`config.mk`:
```
export PLATFORM = sky130hd
export DESIGN_NAME = io_mmio_responder_flat
export DESIGN_NICKNAME = d
export VERILOG_FILES = /design/src/rtl/io_mmio_responder_pkg.sv /design/src/rtl/io_mmio_responder_if.sv /design/src/rtl/io_mmio_responder_fifo.sv /design/src/rtl/io_mmio_responder.sv /design/src/flat_wrapper.sv
export SDC_FILE = /design/constraint.sdc
export NUM_CORES = 1
export LEC_CHECK = 0
export ABC_CLOCK_PERIOD_IN_PS = 2700
export CORE_MARGIN = 2
export CORE_UTILIZATION = 49
export CTS_CLUSTER_DIAMETER = 150
export CTS_CLUSTER_SIZE = 16
export DETAILED_ROUTE_END_ITERATION = 7
export GPL_ROUTABILITY_DRIVEN = 0
export GPL_TIMING_DRIVEN = 0
export MAX_ROUTING_LAYER = met4
export PLACE_DENSITY = 0.77
export SYNTH_ARGS = -nofsm -noshare
export SYNTH_HDL_FRONTEND = slang
export SYNTH_SLANG_ARGS = --single-unit
```
`constraint.sdc`:
```
create_clock -name clk -period 2.7 [get_ports clk]
set_clock_uncertainty 0.05 [all_clocks]
set_input_delay 0.54 -clock clk [delete_from_list [all_inputs] [get_ports clk]]
set_output_delay 0.54 -clock clk [all_outputs]
set_load 0.05 [all_outputs]
```
`src/rtl/io_mmio_responder_pkg.sv`:
```
// Shared register map, status bit positions and address decode for the IO responder.
// Software headers and the core's memory decoder use the same offsets.
package io_mmio_responder_pkg;

  localparam logic [7:0] IO_UART_STAT = 8'h00;
  localparam logic [7:0] IO_UART_RX   = 8'h04;
  localparam logic [7:0] IO_UART_TX   = 8'h08;
  localparam logic [7:0] IO_CYC_CNT   = 8'h10;
  localparam logic [7:0] IO_INST_CNT  = 8'h14;
  localparam logic [7:0] IO_CNT_RST   = 8'h18;

  localparam int STAT_TX_READY   = 0;
  localparam int STAT_RX_VALID   = 1;
  localparam int STAT_TX_OVERRUN = 2;

  typedef enum logic [2:0] {
    SEL_NONE,
    SEL_STAT,
    SEL_RX,
    SEL_TX,
    SEL_CYC,
    SEL_INST,
    SEL_CRST
  } io_sel_e;

  // Input is the word-aligned offset, zero-extended.
  function automatic io_sel_e io_decode(input logic [31:0] addr);
    io_sel_e sel;
    sel = SEL_NONE;
    if (addr == 32'(IO_UART_STAT)) sel = SEL_STAT;
    if (addr == 32'(IO_UART_RX))   sel = SEL_RX;
    if (addr == 32'(IO_UART_TX))   sel = SEL_TX;
    if (addr == 32'(IO_CYC_CNT))   sel = SEL_CYC;
    if (addr == 32'(IO_INST_CNT))  sel = SEL_INST;
    if (addr == 32'(IO_CNT_RST))   sel = SEL_CRST;
    return sel;
  endfunction

endpackage

```
`src/rtl/io_mmio_responder_if.sv`:
```
// Core-side load/store bus into the IO region.
interface io_mmio_responder_if #(
  parameter int ADDR_W = 8
);
  logic              io_en;
  logic              io_re;
  logic [3:0]        io_we;
  logic [ADDR_W-1:0] io_addr;
  logic [31:0]       io_wdata;
  logic [31:0]       io_rdata;

  modport master (
    output io_en, io_re, io_we, io_addr, io_wdata,
    input  io_rdata
  );

  modport slave (
    input  io_en, io_re, io_we, io_addr, io_wdata,
    output io_rdata
  );
endinterface

```
`src/rtl/io_mmio_responder_fifo.sv`:
```
// Byte FIFO buffering UART RX data; push and pop may coincide in one cycle.
module io_byte_fifo #(
  parameter int DEPTH = 4
) (
  input  logic       clk,
  input  logic       rst_n,
  input  logic       i_push,
  input  logic [7:0] i_data,
  input  logic       i_pop,
  output logic [7:0] o_data,
  output logic       o_full,
  output logic       o_empty
);
  localparam int PTR_W = $clog2(DEPTH);

  logic [7:0]     r_mem [DEPTH];
  logic [PTR_W-1:0] r_wr_ptr;
  logic [PTR_W-1:0] r_rd_ptr;
  logic [PTR_W:0]   r_count;
  logic             w_push;
  logic             w_pop;

  assign o_full  = (r_count == (PTR_W+1)'(DEPTH));
  assign o_empty = (r_count == '0);
  assign o_data  = r_mem[r_rd_ptr];
  assign w_push  = i_push && !o_full;
  assign w_pop   = i_pop && !o_empty;

  always_ff @(posedge clk) begin
    if (w_push) r_mem[r_wr_ptr] <= i_data;
  end

  // DEPTH is a power of two, so pointers wrap by natural overflow.
  always_ff @(posedge clk or negedge rst_n) begin
    if (!rst_n) begin
      r_wr_ptr <= '0;
      r_rd_ptr <= '0;
      r_count  <= '0;
    end else begin
      if (w_push) r_wr_ptr <= r_wr_ptr + PTR_W'(1);
      if (w_pop)  r_rd_ptr <= r_rd_ptr + PTR_W'(1);
      case ({w_push, w_pop})
        2'b10:   r_count <= r_count + (PTR_W+1)'(1);
        2'b01:   r_count <= r_count - (PTR_W+1)'(1);
        default: r_count <= r_count;
      endcase
    end
  end
endmodule

```
`src/rtl/io_mmio_responder.sv`:
```
// IO-region responder: UART RX FIFO / TX holding register, cycle and instruction
// counters, with load data registered one cycle later like the BRAM read path.
module io_mmio_responder
  import io_mmio_responder_pkg::*;
#(
  parameter int RX_FIFO_DEPTH = 4,
  parameter int ADDR_W        = 8,
  parameter int CNT_W         = 32
) (
  input  logic                 clk,
  input  logic                 rst_n,
  io_mmio_responder_if.slave   bus,
  input  logic                 i_inst_retired,
  input  logic [7:0]           i_uart_rx_data,
  input  logic                 i_uart_rx_valid,
  output logic                 o_uart_rx_ready,
  output logic [7:0]           o_uart_tx_data,
  output logic                 o_uart_tx_valid,
  input  logic                 i_uart_tx_ready
);
  logic [31:0]      r_rdata;
  logic             r_tx_full;
  logic [7:0]       r_tx_data;
  logic             r_tx_overrun;
  logic [CNT_W-1:0] r_cycle_cnt;
  logic [CNT_W-1:0] r_inst_cnt;

  io_sel_e          w_sel;
  logic             w_rd;
  logic             w_stat_rd;
  logic             w_tx_wr;
  logic             w_tx_hs;
  logic             w_tx_accept;
  logic             w_cnt_clr;
  logic             w_fifo_push;
  logic             w_fifo_pop;
  logic             w_fifo_full;
  logic             w_fifo_empty;
  logic [7:0]       w_fifo_data;
  logic [31:0]      w_status;
  logic [31:0]      w_rd_val;
  logic             w_unused_bits;

  assign w_sel = bus.io_en ? io_decode(32'({bus.io_addr[ADDR_W-1:2], 2'b00})) : SEL_NONE;
  assign w_rd        = bus.io_en && bus.io_re;
  assign w_stat_rd   = w_rd && (w_sel == SEL_STAT);
  assign w_tx_wr     = (w_sel == SEL_TX) && bus.io_we[0];
  assign w_tx_hs     = r_tx_full && i_uart_tx_ready;
  assign w_tx_accept = w_tx_wr && (!r_tx_full || w_tx_hs);
  assign w_cnt_clr   = (w_sel == SEL_CRST) && (bus.io_we != 4'b0000);
  assign w_fifo_push = i_uart_rx_valid && o_uart_rx_ready;
  assign w_fifo_pop  = w_rd && (w_sel == SEL_RX) && !w_fifo_empty;

  assign o_uart_rx_ready = !w_fifo_full;
  assign o_uart_tx_valid = r_tx_full;
  assign o_uart_tx_data  = r_tx_data;
  assign bus.io_rdata    = r_rdata;

  // Byte-lane and sub-word address bits have no meaning in this map.
  assign w_unused_bits = ^{bus.io_addr[1:0], bus.io_wdata[31:8]};

  io_byte_fifo #(
    .DEPTH (RX_FIFO_DEPTH)
  ) u_rx_fifo (
    .clk     (clk),
    .rst_n   (rst_n),
    .i_push  (w_fifo_push),
    .i_data  (i_uart_rx_data),
    .i_pop   (w_fifo_pop),
    .o_data  (w_fifo_data),
    .o_full  (w_fifo_full),
    .o_empty (w_fifo_empty)
  );

  always_comb begin
    w_status                  = '0;
    w_status[STAT_TX_READY]   = !r_tx_full;
    w_status[STAT_RX_VALID]   = !w_fifo_empty;
    w_status[STAT_TX_OVERRUN] = r_tx_overrun;
  end

  always_comb begin
    w_rd_val = '0;
    case (w_sel)
      SEL_STAT: w_rd_val = w_status;
      SEL_RX:   w_rd_val = w_fifo_empty ? 32'h0 : {24'h0, w_fifo_data};
      SEL_CYC:  w_rd_val = 32'(r_cycle_cnt);
      SEL_INST: w_rd_val = 32'(r_inst_cnt);
      default:  w_rd_val = '0;
    endcase
  end

  always_ff @(posedge clk or negedge rst_n) begin
    if (!rst_n) begin
      r_rdata <= '0;
    end else if (w_rd) begin
      r_rdata <= w_rd_val;
    end
  end

  // A refill on the handshake edge keeps the holding register full.
  always_ff @(posedge clk or negedge rst_n) begin
    if (!rst_n) begin
      r_tx_full    <= 1'b0;
      r_tx_data    <= '0;
      r_tx_overrun <= 1'b0;
    end else begin
      if (w_tx_accept) begin
        r_tx_full <= 1'b1;
        r_tx_data <= bus.io_wdata[7:0];
      end else if (w_tx_hs) begin
        r_tx_full <= 1'b0;
      end
      if (w_tx_wr && !w_tx_accept) r_tx_overrun <= 1'b1;
      else if (w_stat_rd)          r_tx_overrun <= 1'b0;
    end
  end

  always_ff @(posedge clk or negedge rst_n) begin
    if (!rst_n) begin
      r_cycle_cnt <= '0;
      r_inst_cnt  <= '0;
    end else if (w_cnt_clr) begin
      r_cycle_cnt <= '0;
      r_inst_cnt  <= '0;
    end else begin
      r_cycle_cnt <= r_cycle_cnt + CNT_W'(1);
      if (i_inst_retired) r_inst_cnt <= r_inst_cnt + CNT_W'(1);
    end
  end
endmodule

```
`src/flat_wrapper.sv`:
```
// flat-port wrapper written by rule: the top's interface ports become plain ports
module io_mmio_responder_flat import io_mmio_responder_pkg::*;
#(
  parameter int RX_FIFO_DEPTH = 4,
  parameter int ADDR_W        = 8,
  parameter int CNT_W         = 32
)
  (clk, rst_n, i_inst_retired, i_uart_rx_data, i_uart_rx_valid, o_uart_rx_ready, o_uart_tx_data, o_uart_tx_valid, i_uart_tx_ready, bus_io_en, bus_io_re, bus_io_we, bus_io_addr, bus_io_wdata, bus_io_rdata);
  io_mmio_responder_if #(.ADDR_W(ADDR_W)) bus_i ();
  input  logic clk;
  input  logic rst_n;
  input  logic i_inst_retired;
  input  logic [7:0] i_uart_rx_data;
  input  logic i_uart_rx_valid;
  output logic o_uart_rx_ready;
  output logic [7:0] o_uart_tx_data;
  output logic o_uart_tx_valid;
  input  logic i_uart_tx_ready;
  input wire logic [$bits(bus_i.io_en)-1:0] bus_io_en;
  input wire logic [$bits(bus_i.io_re)-1:0] bus_io_re;
  input wire logic [$bits(bus_i.io_we)-1:0] bus_io_we;
  input wire logic [$bits(bus_i.io_addr)-1:0] bus_io_addr;
  input wire logic [$bits(bus_i.io_wdata)-1:0] bus_io_wdata;
  output wire logic [$bits(bus_i.io_rdata)-1:0] bus_io_rdata;
  assign bus_i.io_en = bus_io_en;
  assign bus_i.io_re = bus_io_re;
  assign bus_i.io_we = bus_io_we;
  assign bus_i.io_addr = bus_io_addr;
  assign bus_i.io_wdata = bus_io_wdata;
  assign bus_io_rdata = bus_i.io_rdata;
  io_mmio_responder #(.RX_FIFO_DEPTH(RX_FIFO_DEPTH), .ADDR_W(ADDR_W), .CNT_W(CNT_W)) u_core (.clk(clk), .rst_n(rst_n), .bus(bus_i), .i_inst_retired(i_inst_retired), .i_uart_rx_data(i_uart_rx_data), .i_uart_rx_valid(i_uart_rx_valid), .o_uart_rx_ready(o_uart_rx_ready), .o_uart_tx_data(o_uart_tx_data), .o_uart_tx_valid(o_uart_tx_valid), .i_uart_tx_ready(i_uart_tx_ready));
endmodule
```
# After elaboration in Yosys (flattened, before gate mapping)
# Memory sizes are Yosys's and may differ from the RTL's.
# Index checks and enable logic that the tools add are counted.
# W data, S select, Z words.
classes:
  add_sub_neg: 6
  eq_ne: 14
  mux: 19
  n_reduce_logical: 24
ops:
  columns: ["op", "n"]
  rows:
  - ["$pmux W32 S4", 1]
  - ["$mux W32", 3]
  - ["$add A32 B1 Y32 const B", 2]
  - ["$eq A6 B3 Y1 const B", 3]
  - ["$mux W3", 6]
  - ["$eq A3 B3 Y1 const B", 4]
  - ["$logic_and A1 B1 Y1", 12]
  - ["$mux W8", 1]
  - ["$reduce_bool A2 Y1", 4]
  - ["$mux W1", 7]
  - ["$eq A3 B2 Y1 const B", 2]
  - ["$eq A6 B1 Y1 const B", 1]
  - ["$eq A6 B2 Y1 const B", 1]
  - ["$logic_not A6 Y1", 1]
  - ["$pmux W3 S2", 1]
  - ["$add A2 B1 Y2 const B", 2]
  - ["$logic_not A1 Y1", 4]
  - ["$reduce_bool A4 Y1", 1]
  - ["$add A3 B1 Y3 const B", 1]
  - ["$eq A3 B1 Y1 const B", 1]
  - ["$logic_not A3 Y1", 1]
  - ["$sub A3 B1 Y3 const B", 1]
  - ["$eq A2 B1 Y1 const B", 1]
  - ["$eq A2 B2 Y1 const B", 1]
  - ["$logic_or A1 B1 Y1", 1]
totals:
  ff_bits: 113
  ramBits: 32
  input_bits: 59
  output_inout_bits: 42
  word_cells: 73
  memories: 1
memory_table:
  columns: ["memory", "words", "width", "read_ports", "rd_ports_with_merged_regs", "write_ports", "line_no", "text"]
  rows:
  - ["u_core.u_rx_fifo.r_mem", 4, 8, 1, 0, 1, "io_mmio_responder_fifo.sv:16", "logic [7:0] r_mem [DEPTH];"]

# Logic depth before layout (Yosys ltp)
# Gate-level depths: netlist of run 1.
depth:
  word_depth: 14
  mapped_depth: 10
  mapped_depth_nobuf: 10

# Hierarchy
# From an unflattened synthesis of run 1, not the netlist that was laid out.
unflattened:
  hier_cells: 628
  area_unflattened_um2: 6993.0
modules_own_cells:
  columns: ["mod", "instances", "cells_each", "area_per_inst_um2", "seq_area_each_um2"]
  rows:
  - ["io_mmio_responder", 1, 549, 5400.2, 2652.5]
  - ["io_byte_fifo", 1, 79, 1592.8, 1136.1]

# Worst setup path before layout of run 1
# Ideal clock, no wire load.
synth_timing:
  path_kind: "input port to flip-flop"
  start: "in bus_io_addr[5]"
  end: "reg u_core.u_rx_fifo.r_count[2]"
  setup_ps: 79
  arrival_time_ps: 2736
  t_required_ps: 2571
  setup_slack_ps: -165
  cell_stages: 10
  n_path_buf: 1
  path_cell_list: "or4_1 > clkbuf_1 > nor2_1 > and3_1 > ha_1 > inv_1 > fa_1 > xor2_1 > nor2_1 > xor2_1"
synth_between:
  elab_chain_cells: 14
  elab_cells_between_ends: 21
  classes_between: "8 x eq/ne; 8 x mux; 5 x reduce/logical"
synth_lines:
  columns: ["element", "line_no", "text"]
  rows:
  - ["start, declared", "flat_wrapper.sv:22", "input wire logic [$bits(bus_i.io_addr)-1:0] bus_io_addr;"]
  - ["$logic_not A6 Y1", "io_mmio_responder_pkg.sv:30", "if (addr == 32'(IO_UART_STAT)) sel = SEL_STAT;"]
  - ["$mux W1", "io_mmio_responder_pkg.sv:30", null]
  - ["$mux W3", "io_mmio_responder_pkg.sv:31", "if (addr == 32'(IO_UART_RX)) sel = SEL_RX;"]
  - ["$mux W3", "io_mmio_responder_pkg.sv:32", "if (addr == 32'(IO_UART_TX)) sel = SEL_TX;"]
  - ["$mux W3", "io_mmio_responder_pkg.sv:33", "if (addr == 32'(IO_CYC_CNT)) sel = SEL_CYC;"]
  - ["$mux W3", "io_mmio_responder_pkg.sv:34", "if (addr == 32'(IO_INST_CNT)) sel = SEL_INST;"]
  - ["$mux W3 (*)", "io_mmio_responder_pkg.sv:35", "if (addr == 32'(IO_CNT_RST)) sel = SEL_CRST;"]
  - ["$mux W3 (*)", "io_mmio_responder.sv:44", "assign w_sel = bus.io_en ? io_decode(32'({bus.io_addr[ADDR_W-1:2], 2'b00})) : SEL_NONE;"]
  - ["$eq A3 B2 Y1 (*)", "io_mmio_responder.sv:52", "assign w_fifo_pop = w_rd && (w_sel == SEL_RX) && !w_fifo_empty;"]
  - ["$logic_and A1 B1 Y1 (*) (2 in a row)", "io_mmio_responder.sv:52", null]
  - ["$logic_and A1 B1 Y1 (*)", "io_mmio_responder_fifo.sv:27", "assign w_pop = i_pop && !o_empty;"]
  - ["via u_core.u_rx_fifo.w_pop", "io_mmio_responder_fifo.sv:21", "logic w_pop;"]
  - ["$eq A2 B1 Y1 or $eq A2 B2 Y1 (tied branches)", "io_mmio_responder_fifo.sv:42", "case ({w_push, w_pop})"]
  - ["$pmux W3 S2 or $reduce_bool A2 Y1 (tied branches)", null, null]
  - ["end signal, assigned", "io_mmio_responder_fifo.sv:43", "2'b10: r_count <= r_count + (PTR_W+1)'(1);"]
  - ["end signal, assigned", "io_mmio_responder_fifo.sv:44", "2'b01: r_count <= r_count - (PTR_W+1)'(1);"]
  - ["end signal, assigned", "io_mmio_responder_fifo.sv:45", "default: r_count <= r_count;"]
  - ["end, declared", "io_mmio_responder_fifo.sv:19", "logic [PTR_W:0] r_count;"]
# Mark *: on every way through the listed nets, which the timed path passes. The rest lies on a longest branch.
# A chain may end at the register's enable or synchronous reset.

# Worst setup path after layout of run 1
# Same ends and word-level chain as after synthesis.

==> results of run 1 <==
-- layout make-up --
cell class,instances,area [sq um]
fill,1126,5320
sequential,145,3790
multi-input combinational,426,2890
timing repair buffer,77,778
clock buffer,17,425
tap,180,225
clock inverter,15,148
buffer,34,148
inverter,16,60.1
-- path summary, 6_finish.rpt --
| kind | cells past startpoint | to | startpoint |
|---|---|---|---|
| setup reg to reg | 7 | u_core.r_cycle_cnt[26] | u_core.r_cycle_cnt[1] |
| hold reg to reg | 2 | u_core.bus.io_rdata[19] | u_core.bus.io_rdata[19] |
| min in group clk | 2 | u_core.bus.io_rdata[19] | u_core.bus.io_rdata[19] |
| max in group asynchronous | 2 | u_core.r_cycle_cnt[11] | rst_n |
| hold / removal | 1 | u_core.bus.io_rdata[26] | rst_n |
| setup / recovery | 11 | u_core.u_rx_fifo.r_count[2] | bus_io_addr[5] |
-- registers in the layout, indices dropped and copies added (netlist names) --
signal,flops
u_core.r_cycle_cnt,32
u_core.o_uart_tx_valid,1
u_core.o_uart_tx_data,8
u_core.u_rx_fifo.r_count,3
u_core.bus.io_rdata,32
u_core.u_rx_fifo.r_wr_ptr,2
u_core.r_inst_cnt,32
u_core.r_tx_overrun,1
u_core.u_rx_fifo.r_rd_ptr,2
u_core.u_rx_fifo.r_mem,32
-- metal layers --
layer  vias to the layer above  part of all wire, %  track usage, %
li1                       2498                    -               -
met1                      2680                   41            28.4
met2                       198                   51            40.6
met3                        34                  5.7            5.57
met4                         0                  2.6            9.48
met5                         -                    0               -
-- logic make-up after synthesis --
kind of cell,after synthesis,share of synthesized area (%)
buffers and inverters,50,2.84
and+or+nand+nor,221,17.5
adders and majority gates,8,1.57
DFF,145,55.4
xor gates and xnor gates,30,3.84
AOI/OAI and AO/OA,115,9.60
muxes,52,9.24
-- worst max-delay path: cells and delay by family --
family | cells | cell delay (ps)
XOR/XNOR | 2 | 310
adder cells (fa/ha/maj) | 2 | 560
buffers and inverters | 3 | 630
AND/OR/NAND/NOR | 4 | 990
-- per-stage QoR --
step / TNS [ps] / hold WS [ps] / utilization (%) / instances / worst slack (ps)
after floorplan: 0 / 194 / - / 621 / 20.3
after global placement: -375730 / 413 / 56.7 / 874 / -3210
after detailed placement: -21350 / 421 / 56.8 / 875 / -820
after CTS: 0 / 170 / 61.3 / 909 / 10.3
after global routing: -125 / 216 / 61.4 / 910 / -125
final: 0 / 145 / 61.4 / 910 / 0.372
-- repair_timing --
item	CTS	global route
resized for setup	7	5
endpoints found under the setup margin	2	54
buffers inserted	2	1
hold buffers	0	0
pin swaps	1	1
-- power by group through the flow --
stage | logic (mW) | clock network, mW | registers, mW
global route | 1.18 | 2.41 | 2.99
finish | 1.05 | 2.29 | 2.95
CTS | 1.06 | 2.32 | 2.94
floorplan | 0.670 | 0 | 2.94
global placement | 0.971 | 0 | 2.94
detailed placement | 1.04 | 0 | 2.97
-- cell usage in the layout (no fill, tap or decap), types with 16 or more instances in the layout --
cell,n
or4_1,23
nand2_1,56
edfxtp_1,32
nor2_1,29
nand4_1,25
clkbuf_16,17
a21oi_1,36
o31ai_1,20
dfrtp_1,113
nand3_1,19
mux2i_1,35
o21ai_0,47
clkbuf_1,23
inv_1,16
clkdlybuf4s50_1,72
==> flow_metrics.tcl, run 1 <==
set metrics [dict create \
    outcome "finished clean" \
    io_pins 101 \
    drive_gt1_share_pct 9.45 \
    rows 43 \
    synth_area_per_cell_sq_um 11.0 \
    cts_root_buf "clkbuf_16" \
    clkPwrFrac_pct 36.4 \
    power_frac_seq_pct 46.9 \
    vias 5410 \
    rsz0062_at_grt "yes" \
    n_antenna_cell 0 \
    slew_violations 0 \
    insertion_delay_ps 440 \
    power_density_nw_per_um2 744 \
    final_net_count 784 \
    cp.arrival_ps 3010 \
    worst_pin_slew_ps 798 \
    drv_cap 0 \
    grt_pass1_wl_um 26800 \
    cts_tree "yes" \
    ys_seq_area_share_pct 55.4 \
    path_class "in2reg" \
    combPwrFrac_pct 16.7 \
    die_w_um 122 \
    synthTopCellsByCount "dfrtp_1, nand2_1, o21ai_0, a21oi_1, mux2i_1" \
    swShare_pct 31.0 \
    power_leakage_nw 3.39 \
    drt_first_pass_iters 6 \
    cp-start-kind "input port" \
    ant_nets 0 \
    p_total_mw 6.29 \
    crit_path_max_incr_delay_ps 550 \
    grt_overflow 0 \
    relSlewSlack_pct 46.8 \
    yosysMostFrequentCell "dfrtp_1" \
    cts_sinks 145 \
    fp.dieH_um 122 \
    wl_um 16300 \
    path_clk_slew_ps 60 \
    drc 0 \
    drtIter0Drc 367 \
    port_buffers 73 \
    yosysTopAreaCell "dfrtp_1" \
    yosys_warnings 0 \
    htree_levels 4 \
    timing_hold_violations_final 0 \
    syn_inst 621 \
    ys_ff_latch 145 \
    viasPerCell 5.95 \
    internal_power_mw 4.34 \
    vdd_drop_max_mv 0.694 \
    syn_nets 688 \
    grt_pass1_vias 5461 \
    worstPathRequired_ps 3010 \
    crit_path_top_delay_cell "or4_1" \
    dieArea_sq_um 14900 \
    postPlaceCellArea_sq_um 7830 \
    core_area_sq_um 13800 \
    clockBufferDepth 2 \
    grt_usage_pct 24.2 \
    synth_edf_count 32 \
    synth_top_area_share_pct 41.3 \
    antenna_found_initial 0 \
    setup_viol 0 \
    finalCriticalPeriod_ps 2700 \
    postLayoutCellArea_sq_um 8460 \
    final.period_utilization_pct 100 \
    critPathMaxFanout 2 \
    grt_max_degree 62 \
    ys.flop_type "dfrtp_1" \
    numCtsBuffers 17 \
    dp_hpwl_um 11300 \
    wire_per_inst_um 17.9 \
    synth.distinct_cells 39 \
    synthArstFlopShare_pct 77.9 \
    fmax_mhz 370 \
    reg2reg_slack_ps 210 \
    start_util_pct 49.7 \
    synthesis.area_sq_um 6840 \
    cp_cell_sequence "clkdlybuf4s50_1 > or4_1 > clkbuf_8 > nor2_4 > and3_4 > ha_2 > inv_1 > fa_1 > xor2_1 > nor2_1 > xor2_1" \
    synthTopCellsByArea "dfrtp_1, edfxtp_1, mux2i_1, o21ai_0, nand2_1" \
    areaGrowthSynthToFinish_pct 23.7 \
    crit_path_end_kind "flip-flop" \
    crit_top_cell "xor2_1" \
    hp-class "in2async" \
    switchingPower_mw 1.95 \
]
No activity file was read; power rests on OpenSTA's default activity.
==> run 2, diff against run 1 <==
--- a/config.mk
+++ b/config.mk
@@ -8,7 +8,7 @@
 export ABC_CLOCK_PERIOD_IN_PS = 2700
 export CORE_MARGIN = 2
 export CORE_UTILIZATION = 49
-export CTS_CLUSTER_DIAMETER = 150
+export CTS_CLUSTER_DIAMETER = 30
 export CTS_CLUSTER_SIZE = 16
 export DETAILED_ROUTE_END_ITERATION = 7
 export GPL_ROUTABILITY_DRIVEN = 0
==> constraint.sdc (replaced) <==
create_clock -name clk -period 2.7 [get_ports clk]
set_clock_uncertainty 0.05 [all_clocks]
set_input_delay 0.405 -clock clk [delete_from_list [all_inputs] [get_ports clk]]
set_output_delay 0.405 -clock clk [all_outputs]
set_load 0.05 [all_outputs]
==> flow_metrics.tcl, run 2 (synthesis gave the netlist of run 1 again) <==
set metrics [dict create \
    outcome "complete, but fails checks" \
    violations "negative hold slack" \
    fin_cells 909 \
    power_leakage_nw 3.40 \
    setup_viol 0 \
    critical_path_buf_inv_count 2 \
    crit_path_end_kind "flip-flop" \
    start_util_pct 49.7 \
    htree_levels 4 \
    core_area_sq_um 13800 \
    rsz0062_at_grt "yes" \
    antenna_found_initial 0 \
    cts_hold_buffers 0 \
    drv_cap 0 \
    die_w_um 122 \
    grt_usage_pct 23.4 \
    cts_root_buf "clkbuf_16" \
    cp.arrival_ps 2880 \
    worstPathRequired_ps 3010 \
    final_net_count 783 \
    dp.cells 875 \
    clockBufferDepth 2 \
    numCtsBuffers 17 \
    nFillCells 1099 \
    critPathMaxFanout 8 \
    path_class "in2reg" \
    power_density_nw_per_um2 757 \
    crit_path_max_incr_delay_ps 620 \
    cts_tree "yes" \
    wire_per_inst_um 17.5 \
    dp_hpwl_um 11300 \
    wl_um 16000 \
    grt_pass1_wl_um 25900 \
    hold_ws_ps -15.9 \
    cp_top_family "simple AND/OR/NAND/NOR gates" \
    fp.dieH_um 122 \
    ff2ff_path_depth 7 \
    drt_first_pass_iters 5 \
    ant_nets 0 \
    relSlewSlack_pct 47.8 \
    finalCriticalPeriod_ps 2580 \
    vdd_drop_max_mv 0.592 \
    io_pins 101 \
    tns_ps 0 \
    viasPerCell 5.93 \
    worst_pin_slew_ps 782 \
    vias 5391 \
    n_antenna_cell 0 \
    layout_common_cells "dfrtp_1, clkdlybuf4s50_1, nand2_1" \
    cts_sinks 145 \
    grt_max_degree 58 \
    grt_pass1_vias 5231 \
    timing_hold_violations_final 15 \
    cp-start-kind "input port" \
    drtIter0Drc 433 \
    crit_cells 10 \
    port_buffers 73 \
    rows 43 \
    slew_violations 0 \
    multiInputGateArea_sq_um 2880 \
    drc 0 \
    layout_commonest_cell "dfrtp_1" \
    crit_path_top_delay_cell "or4_4" \
    p_total_mw 6.42 \
    fmax_mhz 388 \
    dieArea_sq_um 14900 \
    cp_cell_sequence "clkdlybuf4s50_1 > or4_4 > nor2_4 > and3_4 > ha_1 > inv_1 > fa_1 > xor2_1 > nor2_1 > xor2_1" \
    areaGrowthSynthToFinish_pct 23.9 \
    crit_top_cell "xor2_1" \
    seqCellArea_sq_um 3790 \
    path_clk_slew_ps 60 \
    insertion_delay_ps 430 \
    final.period_utilization_pct 95.4 \
    hp-class "in2async" \
    drive_gt1_share_pct 8.92 \
    grt_overflow 0 \
]
==> run 2: area by class of cell <==
cell class              instances  share of cell area, %
plain buffers                  33                   1.55
clock buffers                  17                   5.02
clock inverters                15                   2.14
inverters                      16                  0.709
multi-input cells             426                   34.0
flip-flops and latches        145                   44.7
well taps                     180                   2.66
repair buffers                 77                   9.18
==> run 2: final timing paths <==
path                                                    end               startpoint  slack [ps]
worst max-delay path            u_core.u_rx_fifo.r_count[2]           bus_io_addr[3]         120
max in group asynchronous          u_core.o_uart_tx_data[7]                    rst_n        1870
worst min-delay path                u_core.bus.io_rdata[24]                    rst_n         -20
worst max register to register       u_core.r_cycle_cnt[18]    u_core.r_cycle_cnt[1]         200
min in group clk                    u_core.bus.io_rdata[26]  u_core.bus.io_rdata[26]         430
worst min register to register      u_core.bus.io_rdata[26]  u_core.bus.io_rdata[26]         430
==> run 2: timing repair <==
item | CTS | global route
endpoints found under the hold margin | 0 | 0
gates cloned | 0 | 0
setup buffers | 0 | 3
pin swaps | 0 | 3
gates resized for setup | 3 | 4
setup endpoints to repair | 2 | 1
==> run 2: power breakdown <==
part | switching [mW] | internal [mW]
sequential | 0.351 | 2.60
clock | 0.959 | 1.46
combinational | 0.601 | 0.446
total | 1.91 | 4.50
==> run 2: worst reg2reg max path: stages (launching register included) <==
cell and delay (ps):
dfrtp_1 440, ha_1 260, nand2_1 140, or4_1 580
buf_2 210, clkbuf_1 250, o31ai_1 340, a21oi_1 100
==> run 2: metal layers <==
layer	vias to the layer above	global-route usage, %	share of wire (%)
li1	2501	-	-
met1	2653	29.2	41
met2	213	38.2	51
met3	24	5.43	6.4
met4	0	7.40	1.5
met5	-	-	0
==> run 2: metrics by stage <==
stage               worst slack, ps  area [sq um]  utilization [%]
floorplan                      64.9          6840                -
global placement              -3030          7800             56.6
detailed placement             -617          7820             56.8
CTS                            61.2          8440             61.3
global route                  -13.0          8470             61.5
finish                          124          8470             61.5
==> run 3, diff against run 2 <==
--- a/config.mk
+++ b/config.mk
@@ -6,15 +6,17 @@
 export NUM_CORES = 1
 export LEC_CHECK = 0
 export ABC_CLOCK_PERIOD_IN_PS = 2700
+export CAP_MARGIN = 20
 export CORE_MARGIN = 2
-export CORE_UTILIZATION = 49
+export CORE_UTILIZATION = 55
 export CTS_CLUSTER_DIAMETER = 30
 export CTS_CLUSTER_SIZE = 16
 export DETAILED_ROUTE_END_ITERATION = 7
 export GPL_ROUTABILITY_DRIVEN = 0
 export GPL_TIMING_DRIVEN = 0
 export MAX_ROUTING_LAYER = met4
-export PLACE_DENSITY = 0.77
+export PLACE_DENSITY = 0.85
 export SYNTH_ARGS = -nofsm -noshare
 export SYNTH_HDL_FRONTEND = slang
+export SYNTH_HIERARCHICAL = 1
 export SYNTH_SLANG_ARGS = --single-unit
==> flow_metrics.tcl, run 3 <==
set metrics [dict create \
    outcome "finished clean" \
    setup_slack_ps 118 \
    swShare_pct 29.2 \
    n_antenna_cell 0 \
    drt_first_pass_iters 7 \
    numCtsBuffers 17 \
    r2r_start "u_core/u_rx_fifo/r_count[0]" \
    yosys.area_share.simple_pct 18.0 \
    synth_area_per_cell_sq_um 11.1 \
    power_frac_seq_pct 46.6 \
    internal_power_mw 4.43 \
    fin_cells 909 \
    reg2reg_slack_ps 150 \
    vdd_drop_max_mv 0.583 \
    grt_max_degree 73 \
    drtIter0Drc 459 \
    ff2ff_path_depth 11 \
    cts_sinks 145 \
    fp.dieH_um 117 \
    ys_ff_latch 145 \
    postLayoutCellArea_sq_um 8590 \
    crit_path_max_incr_delay_ps 460 \
    areaGrowthSynthToFinish_pct 22.8 \
    grt_pass1_wl_um 26200 \
    worst_pin_slew_ps 791 \
    syn_nets 695 \
    synth_top_family_by_area "simple AND/OR/NAND/NOR gates" \
    synth_edf_count 32 \
    synth-adder-area-share_pct 1.54 \
    rows 41 \
    layout_commonest_cell "dfrtp_1" \
    synth.distinct_cells 52 \
    synthesis.area_sq_um 6990 \
    switchingPower_mw 1.83 \
    rr_endpoint "u_core/u_rx_fifo/r_count[2]" \
    clockBufferDepth 2 \
    hp-class "in2reg" \
    vias 5359 \
    cp-start-kind "input port" \
    setup_viol 0 \
    die_w_um 117 \
    power_leakage_nw 3.46 \
    ant_nets 0 \
    drc 0 \
    critical_path_buf_inv_count 2 \
    dp_hpwl_um 11300 \
    synthArstFlopShare_pct 77.9 \
    synthTopCellsByArea "dfrtp_1, edfxtp_1, mux2i_1, nand2_1, mux4_2" \
    relSlewSlack_pct 47.3 \
    worstPathRequired_ps 2990 \
    start_util_pct 55.9 \
    cp_top_family "simple AND/OR/NAND/NOR gates" \
    viasPerCell 5.90 \
    grt_pass1_vias 5427 \
    yosysTopAreaCell "dfrtp_1" \
    synth_xor_area_share_pct 4.13 \
    dieArea_sq_um 13600 \
    crit_path_top_delay_cell "clkdlybuf4s50_1" \
    crit_path_end_kind "flip-flop" \
    cts_tree "yes" \
    synth_compound_area_share_pct 9.13 \
    crit_top_cell "xor2_1" \
    syn_inst 628 \
    timing_hold_violations_final 0 \
    postPlaceCellArea_sq_um 7970 \
    power_density_nw_per_um2 728 \
    htree_levels 4 \
    cp_cell_sequence "clkdlybuf4s50_1 > nor4_4 > and4_4 > nor2b_1 > o31a_2 > ha_2 > inv_1 > fa_1 > xor2_1 > nor2_1 > xor2_1" \
    path_clk_slew_ps 60 \
    drv_cap 0 \
    finalCriticalPeriod_ps 2580 \
    core_area_sq_um 12500 \
    grt_usage_pct 25.7 \
    antenna_found_initial 0 \
    synth_top_area_share_pct 40.4 \
    ys_seq_area_share_pct 54.2 \
    final_net_count 791 \
    cts_root_buf "clkbuf_16" \
    rsz0062_at_grt "no" \
    yosysMostFrequentCell "dfrtp_1" \
    combPwrFrac_pct 17.4 \
    wl_um 16200 \
    layout_common_cells "dfrtp_1, clkdlybuf4s50_1, nand2_1" \
    slew_violations 0 \
    crit_cells 11 \
    critPathMaxFanout 3 \
    clkPwrFrac_pct 36.0 \
    final.period_utilization_pct 95.6 \
    grt_overflow 0 \
    port_buffers 74 \
    critPathLaunch "bus_io_addr[6]" \
    synth.area.mux_share_pct 9.72 \
    synthTopCellsByCount "dfrtp_1, nand2_1, o21ai_0, mux2i_1" \
    endpoint "u_core/u_rx_fifo/r_count[2]" \
    fmax_mhz 387 \
    insertion_delay_ps 420 \
    path_class "in2reg" \
    wire_per_inst_um 17.8 \
    hold_ws_ps 427 \
    io_pins 101 \
    dp_slack_ps -990 \
    cp.arrival_ps 2880 \
    drive_gt1_share_pct 10.7 \
    ys.flop_type "dfrtp_1" \
    yosys_warnings 6 \
    dp.cells 875 \
]
## run 3: cell count changes in the layout (fill, tap and decap cells not counted), moves of 5 or more
cell | before | now
or3_1 | 14 | 4
o31ai_1 | 20 | 25
o21ai_0 | 47 | 38
nand4_1 | 25 | 13
a21oi_1 | 36 | 29
a31oi_1 | 6 | 0
and2_1 | 7 | 2
nand3_1 | 19 | 28
nor4_1 | 5 | 11
a2bb2oi_1 | 0 | 5
## run 3: logic make-up (layout without fill, tap and decap cells)
group	Yosys count	after routing
buffers and inverters	56	165
and+or+nand+nor	226	226
DFF	145	145
muxes	55	55
AOI/OAI and AO/OA	105	105
xor gates and xnor gates	33	33
adders and majority gates	8	8
## run 3: timing repair
action / 4_1_cts / 5_1_grt
pin swaps: 1 / 2
endpoints found under the hold margin: 41 / 0
gates resized for setup: 6 / 3
buffers inserted: 1 / 1
hold buffers: 1 / 0
endpoints found under the setup margin: 3 / 1
## run 3: per-stage QoR
stage / util [%] / setup TNS [ps] / power, mW
after floorplan: - / 0 / 3.62
after global placement: 63.5 / -341720 / 3.91
after detailed placement: 63.7 / -2380 / 4.02
after CTS: 68.5 / 0 / 6.28
after global routing: 68.6 / 0 / 6.53
final: 68.6 / 0 / 6.26
## run 3: routing by layer
layer	part of all wire, %	GRT usage, %
met3	4.4	5.55
met1	40	30.0
met2	53	43.4
met5	0	-
met4	2.0	10.1
## run 3: area by class of cell
type | count | area [sq um]
Clock buffer | 17 | 425
Tap cell | 172 | 215
Inverter | 17 | 63.8
Multi-Input combinational cell | 427 | 2990
Buffer | 38 | 169
Fill cell | 928 | 3930
Sequential cell | 145 | 3790
Timing Repair Buffer | 78 | 793
Clock inverter | 15 | 143
## run 3: worst min path at each step
stage / start / endpoint / slack, ps / cells past startpoint
floorplan: rst_n / u_core/bus.io_rdata[0] / 60 / 0
global placement: u_core/bus.io_rdata[24] / u_core/bus.io_rdata[24] / 410 / 2
detailed placement: rst_n / u_core/r_cycle_cnt[20] / 390 / 1
CTS: u_core/bus.io_rdata[24] / u_core/bus.io_rdata[24] / 430 / 2
global route: u_core/bus.io_rdata[23] / u_core/bus.io_rdata[23] / 460 / 2
finish: bus_io_addr[7] / u_core/o_uart_tx_valid / 430 / 4
## run 3: power groups by stage
stage,Sequential (mW),Clock [mW],Combinational [mW]
after floorplan,2.90,0,0.726
after global placement,2.90,0,1.01
after detailed placement,2.94,0,1.08
after CTS,2.90,2.28,1.09
after global routing,2.95,2.37,1.20
final,2.91,2.25,1.09
## run 3: worst register-to-register path, delay by kind of cell, from the launching register on
| kind | cells | cell delay [ps] |
|---|---|---|
| simple gates | 5 | 780 |
| fa+ha+maj | 2 | 580 |
| flops | 1 | 480 |
| xor+xnor | 2 | 320 |
| compound gates | 1 | 200 |
| buf+inv | 1 | 50 |
